`src/rtl/esp_cmd_port.sv`:
```
// esp_cmd_port -- Z80 host-side I/O register block for the ESP32 command channel.
//
// The Z80 sees two I/O ports:
//   STATUS_ADDR (read)  : bit0 = RX not empty, bit1 = TX full,
//                         bit2 = sticky TX overflow, bit3 = sticky RX underflow
//                         (bits 3:2 read 0 unless ESP_CMD_PORT_ERRFLAGS_EN is defined)
//   STATUS_ADDR (write) : bit7 = flush RX FIFO and mark next data byte as
//                         start-of-message; bit6 = clear error flags (flag build only)
//   DATA_ADDR   (read)  : RX head byte (00h when empty); io_rd pops it
//   DATA_ADDR   (write) : push {pending_som, byte} into the TX FIFO (dropped when full)
//
// Optional feature macro: ESP_CMD_PORT_ERRFLAGS_EN (sticky error flags).
//
// Ports:
//   clk, reset_n            clock, asynchronous active-low reset
//   io_addr, io_wrdata      Z80 I/O address (low byte) and write data
//   io_wr, io_rd            single-cycle access strobes, qualified by io_addr
//   io_rddata               combinational read data of the addressed register
//   tx_data/valid/ready     9-bit byte stream towards the ESP (bit8 = start-of-message)
//   rx_data/valid/ready     8-bit byte stream from the ESP

module esp_cmd_port #(
    parameter logic [7:0]  STATUS_ADDR = 8'hF4,
    parameter logic [7:0]  DATA_ADDR   = 8'hF5,
    parameter int unsigned DEPTH_LOG2  = 3
) (
    input  logic       clk,
    input  logic       reset_n,
    input  logic [7:0] io_addr,
    input  logic [7:0] io_wrdata,
    input  logic       io_wr,
    input  logic       io_rd,
    output logic [7:0] io_rddata,
    output logic [8:0] tx_data,
    output logic       tx_valid,
    input  logic       tx_ready,
    input  logic [7:0] rx_data,
    input  logic       rx_valid,
    output logic       rx_ready
);

    localparam int unsigned DEPTH = 1 << DEPTH_LOG2;

    typedef logic [DEPTH_LOG2:0] ptr_t;

    logic [8:0] tx_mem_q [DEPTH];
    logic [7:0] rx_mem_q [DEPTH];

    ptr_t tx_wptr_q, tx_wptr_d, tx_rptr_q, tx_rptr_d;
    ptr_t rx_wptr_q, rx_wptr_d, rx_rptr_q, rx_rptr_d;
    logic pending_som_q, pending_som_d;

    ptr_t tx_count, rx_count;
    logic tx_empty, tx_full, rx_empty, rx_full;
    logic sel_status, sel_data;
    logic tx_push, tx_pop, rx_push, rx_pop, rx_flush;
    logic tx_ovf_flag, rx_udf_flag;
    logic [7:0] status_byte;

    assign sel_status = (io_addr == STATUS_ADDR);
    assign sel_data   = (io_addr == DATA_ADDR);

    // Pointers carry one extra wrap bit, so the difference spans 0..DEPTH.
    assign tx_count = tx_wptr_q - tx_rptr_q;
    assign rx_count = rx_wptr_q - rx_rptr_q;
    assign tx_empty = (tx_count == '0);
    assign tx_full  = (tx_count == ptr_t'(DEPTH));
    assign rx_empty = (rx_count == '0);
    assign rx_full  = (rx_count == ptr_t'(DEPTH));

    assign rx_flush = io_wr && sel_status && io_wrdata[7];

    // Full is sampled before the edge, so a same-cycle link pop never rescues a write.
    assign tx_push  = io_wr && sel_data && !tx_full;
    assign tx_pop   = tx_valid && tx_ready;
    assign rx_push  = rx_valid && rx_ready;
    assign rx_pop   = io_rd && sel_data && !rx_empty && !rx_flush;

    assign tx_valid = !tx_empty;
    assign tx_data  = tx_empty ? '0 : tx_mem_q[tx_rptr_q[DEPTH_LOG2-1:0]];
    assign rx_ready = !rx_full && !rx_flush;

    always_comb begin
        tx_wptr_d     = tx_wptr_q + ptr_t'(tx_push);
        tx_rptr_d     = tx_rptr_q + ptr_t'(tx_pop);
        rx_wptr_d     = rx_wptr_q + ptr_t'(rx_push);
        // Flush discards everything by catching the read pointer up; no push can
        // land this cycle because rx_ready is held low during a flush.
        rx_rptr_d     = rx_flush ? rx_wptr_q : (rx_rptr_q + ptr_t'(rx_pop));
        pending_som_d = pending_som_q;
        if (rx_flush) begin
            pending_som_d = 1'b1;
        end else if (tx_push) begin
            pending_som_d = 1'b0;
        end
    end

    always_ff @(posedge clk or negedge reset_n) begin
        if (!reset_n) begin
            tx_wptr_q     <= '0;
            tx_rptr_q     <= '0;
            rx_wptr_q     <= '0;
            rx_rptr_q     <= '0;
            pending_som_q <= 1'b0;
        end else begin
            tx_wptr_q     <= tx_wptr_d;
            tx_rptr_q     <= tx_rptr_d;
            rx_wptr_q     <= rx_wptr_d;
            rx_rptr_q     <= rx_rptr_d;
            pending_som_q <= pending_som_d;
        end
    end

    // Storage arrays need no reset: outputs are gated by the empty flags.
    always_ff @(posedge clk) begin
        if (tx_push) begin
            tx_mem_q[tx_wptr_q[DEPTH_LOG2-1:0]] <= {pending_som_q, io_wrdata};
        end
        if (rx_push) begin
            rx_mem_q[rx_wptr_q[DEPTH_LOG2-1:0]] <= rx_data;
        end
    end

`ifdef ESP_CMD_PORT_ERRFLAGS_EN
    logic tx_ovf_q, tx_ovf_d, rx_udf_q, rx_udf_d;
    logic flag_clr, tx_drop, rx_udf_set;

    assign flag_clr   = io_wr && sel_status && io_wrdata[6];
    assign tx_drop    = io_wr && sel_data && tx_full;
    assign rx_udf_set = io_rd && sel_data && rx_empty;

    // A new error event in the clearing cycle is kept (set beats clear).
    always_comb begin
        tx_ovf_d = flag_clr ? 1'b0 : tx_ovf_q;
        rx_udf_d = flag_clr ? 1'b0 : rx_udf_q;
        if (tx_drop) begin
            tx_ovf_d = 1'b1;
        end
        if (rx_udf_set) begin
            rx_udf_d = 1'b1;
        end
    end

    always_ff @(posedge clk or negedge reset_n) begin
        if (!reset_n) begin
            tx_ovf_q <= 1'b0;
            rx_udf_q <= 1'b0;
        end else begin
            tx_ovf_q <= tx_ovf_d;
            rx_udf_q <= rx_udf_d;
        end
    end

    assign tx_ovf_flag = tx_ovf_q;
    assign rx_udf_flag = rx_udf_q;
`else
    assign tx_ovf_flag = 1'b0;
    assign rx_udf_flag = 1'b0;
`endif

    assign status_byte = {4'b0000, rx_udf_flag, tx_ovf_flag, tx_full, !rx_empty};

    always_comb begin
        io_rddata = '0;
        if (sel_status) begin
            io_rddata = status_byte;
        end else if (sel_data && !rx_empty) begin
            io_rddata = rx_mem_q[rx_rptr_q[DEPTH_LOG2-1:0]];
        end
    end

endmodule

```
`config.mk`:
```
export PLATFORM = sky130hd
export DESIGN_NAME = esp_cmd_port
export DESIGN_NICKNAME = d
export VERILOG_FILES = /design/src/rtl/esp_cmd_port.sv
export SDC_FILE = /design/constraint.sdc
export NUM_CORES = 1
export LEC_CHECK = 0
export ABC_AREA = 1
export CORE_ASPECT_RATIO = 1.5
export CORE_UTILIZATION = 50
export DETAILED_ROUTE_END_ITERATION = 16
export GPL_TIMING_DRIVEN = 0
export PLACE_DENSITY_LB_ADDON = 0.2
export SETUP_SLACK_MARGIN = 0.5
export SLEW_MARGIN = 10
export SYNTH_ARGS = -nofsm -noshare
export SYNTH_HDL_FRONTEND = slang
export SYNTH_SLANG_ARGS = --single-unit
```
`constraint.sdc`:
```
create_clock -name clk -period 2.8 [get_ports clk]
set_input_delay 0.56 -clock clk [delete_from_list [all_inputs] [get_ports clk]]
set_output_delay 0.56 -clock clk [all_outputs]
set_load 0.01 [all_outputs]
```
==> results.toml <==
[global_route]
first_global_vias = 4948
grt_max_degree = 18
grt_overflow_total = 0
grt_util_met1_pct = 27.58
grt.met2_usage_pct = 45.92
met3_usage_pct = 6.402
grt_pass1_wl_um = 25680
number_of_antenna_violations_at_the_first_check_in_global_routing = 1
grt_util_all_layers_pct = 25.82
grt-busiest-layer = "met2"

[synthesis]
ys_warn_count = 0
synth_edf_count = 136
syn-instance-count = 598
mapped_nets = 642
netlist-cell-type-count = 34
synth-async-reset-ratio_pct = 11.11
ys_seq_elements = 153
post_synth_instance_area_um2 = 6710
syn_avg_cell_area_um2 = 11.22
ys_flop_type = "sky130_fd_sc_hd__edfxtp_1"
synth_sequential_area_ratio_pct = 67.20

[worst_hold_path]
hold_path_class = "reg2reg"

[final_layout]
post_route_cells_drive_above_1_share_pct = 29.58
post_layout_instance_area_um2 = 9205
mostFrequentLayoutCells = "136 x sky130_fd_sc_hd__edfxtp_1, 111 x sky130_fd_sc_hd__nand2_1, 63 x sky130_fd_sc_hd__nand3_1"
design.final.nets = 768
area_overhead_vs_synth_pct = 37.18
layout.cells.most_common = "sky130_fd_sc_hd__edfxtp_1"
layoutNonFillerInstCount = 897

[sta]
worstMarginPinSlew_ns = 0.8391
fin_setup_tns_ns = -0.5705
drv_slew = 0
fin_ws_ns = -0.08794
final_critical_period_ns = 2.888
clock_skew_ns = 0.007232
finalHoldViolations = 0
min_period_over_period_pct = 103.1
report.final.setup_viol = 8
rsz0062_at_grt = "true"
achievable-frequency_ghz = 0.3463
max_slew_margin_pct = 43.89

[route]
first_pass_iteration_count_of_the_detailed_router = 5
detail-route-antenna-nets = 0
via_count = 4942
route.detailed.drc = 0
detailedRoute.firstIterationViolations = 332
post_drt_wl_per_cell_um = 19.70
routed_wl_um = 17670
drt_via_density = 5.509

[cts]
cts_buffers = 17
cts_num_sinks = 153
tritoncts = "built"
clock_path_buffers = 2
cts.htree.levels = 4
clk_pin_slew_ns = 0.07
holdBufCountCts = 0
clk_latency_ns = 0.42
cts-root-buf = "sky130_fd_sc_hd__clkbuf_16"

[power]
fin_total_pwr_mw = 8.240
irDropWorstVdd_mv = 0.5591
p_leak_nw = 3.518
p_per_area_nw_per_um2 = 895.1

[setup_path]
setup.worst_path.class = "reg2out"
crit_fanout = 4
setup_crit_start_kind = "flip-flop"
critical_path.endpoint_type = "output pin"
worstPathRequired_ns = 2.24
timing.critical_path.arrival_ns = 2.33

[outcome]
failed_checks = "setup timing"
outcome = "finished with violations"

[floorplan]
die_height_um = 143.9
initial_utilization_pct = 51.55
io_pins = 49
die-width_um = 96.59
core_um2 = 13020
die_area_um2 = 13900
placementRows = 51

[placement]
gp_congestion = 0.8321
hpwl_after_dpl_um = 10330
worst_slack_at_placement_ns = -0.4389
dpl.cell_count = 805
buffer_ports.inserted = 48
placedInstanceArea_um2 = 7390

[flow_run]
drv.max_cap_violation_count = 0
==> state kept, by name, summed over array words and instances (netlist names) <==
signal	flops
tx_rptr_q	4
pending_som_q	1
tx_wptr_q	4
rx_mem_q	64
tx_mem_q	72
rx_wptr_q	4
rx_rptr_q	4
==> layout make-up <==
cell class / count / area [µm²]
Buffer: 24 / 234.0
Fill cell: 883 / 3812
Antenna cell: 1 / 2.502
Sequential cell: 153 / 4513
Tap cell: 159 / 198.9
Timing Repair Buffer: 107 / 1110
Inverter: 37 / 163.9
Multi-Input combinational cell: 384 / 2381
Clock inverter: 15 / 176.4
Clock buffer: 17 / 425.4
==> critical path, cell delays in order, from the launching register on <==
cell and delay (ns):
sky130_fd_sc_hd__dfrtp_1 0.43, sky130_fd_sc_hd__inv_1 0.10, sky130_fd_sc_hd__ha_1 0.20, sky130_fd_sc_hd__inv_1 0.12, sky130_fd_sc_hd__nand2_1 0.10, sky130_fd_sc_hd__nand3_1 0.10, sky130_fd_sc_hd__nand2_2 0.09, sky130_fd_sc_hd__nor3_4 0.32
sky130_fd_sc_hd__buf_6 0.16, sky130_fd_sc_hd__buf_6 0.11, sky130_fd_sc_hd__nor2_1 0.04, sky130_fd_sc_hd__buf_2 0.13
==> final timing paths <==
kind,from,endpoint,slack [ns],cells after the start
min in group asynchronous,reset_n,rx_wptr_q[2],0.62,1
worst max register to register,tx_wptr_q[0],tx_rptr_q[2],0.15,16
worst max-delay path,tx_wptr_q[0],tx_data[4],-0.09,11
max in group asynchronous,reset_n,tx_wptr_q[2],1.61,1
worst min register to register,tx_wptr_q[3],tx_wptr_q[3],0.51,1
worst min-delay path,tx_wptr_q[3],tx_wptr_q[3],0.51,1
==> cell usage after synthesis (2+ instances only) <==
library cell | instances | area (µm²)
sky130_fd_sc_hd__o211ai_1 | 5 | 37.54
sky130_fd_sc_hd__buf_2 | 11 | 55.05
sky130_fd_sc_hd__nand2_1 | 123 | 461.7
sky130_fd_sc_hd__ha_1 | 14 | 175.2
sky130_fd_sc_hd__o21ai_1 | 3 | 15.01
sky130_fd_sc_hd__o21ai_0 | 34 | 170.2
sky130_fd_sc_hd__clkbuf_1 | 2 | 7.510
sky130_fd_sc_hd__buf_4 | 2 | 15.01
sky130_fd_sc_hd__edfxtp_1 | 136 | 4084
sky130_fd_sc_hd__nor2_1 | 82 | 307.8
sky130_fd_sc_hd__xnor2_1 | 3 | 26.28
sky130_fd_sc_hd__inv_2 | 4 | 15.01
sky130_fd_sc_hd__nand4_1 | 2 | 12.51
sky130_fd_sc_hd__buf_6 | 7 | 78.83
sky130_fd_sc_hd__inv_1 | 31 | 116.4
sky130_fd_sc_hd__or2_2 | 3 | 18.77
sky130_fd_sc_hd__nand3_1 | 69 | 345.3
sky130_fd_sc_hd__xor2_1 | 6 | 52.55
sky130_fd_sc_hd__or2_0 | 8 | 50.05
sky130_fd_sc_hd__dfrtp_1 | 17 | 425.4
sky130_fd_sc_hd__a21oi_1 | 19 | 95.09
sky130_fd_sc_hd__o22ai_1 | 4 | 25.02
sky130_fd_sc_hd__buf_8 | 2 | 30.03
==> kinds of logic (layout without fill, tap and decap cells) <==
logic type / count (synthesis) / in the layout / share of synthesized area [%]
fa+ha+maj: 14 / 14 / 2.611
compound gates: 67 / 67 / 5.351
buf+inv: 61 / 200 / 4.960
simple gates: 294 / 294 / 18.70
flops: 153 / 153 / 67.20
xor+xnor: 9 / 9 / 1.175
other cells: 0 / 1 / 0
==> per-layer routing <==
layer	routed length (µm)	up-vias
met5	0	-
met4	782	0
met3	839	66
met2	9892	181
met1	6157	2376
li1	-	2319
==> repair_timing <==
item	CTS	global route
pin swaps	21	28
setup buffers	33	25
gates resized for setup	179	70
endpoints found under the setup margin	169	166
gates cloned	1	0
==> power breakdown <==
group          switching, mW  leakage [nW]  internal (mW)
clock                   1.02         0.293           1.28
sequential             0.123          1.44           2.71
combinational           1.76          1.78           1.35
==> through the flow <==
step	util, %	hold slack [ns]
global placement	56.77	0.4836
detailed placement	56.77	0.4938
floorplan	-	0.2644
finish	70.71	0.5118
CTS	65.86	0.5033
global route	70.71	0.5244
(Power assumes the default switching activity.)
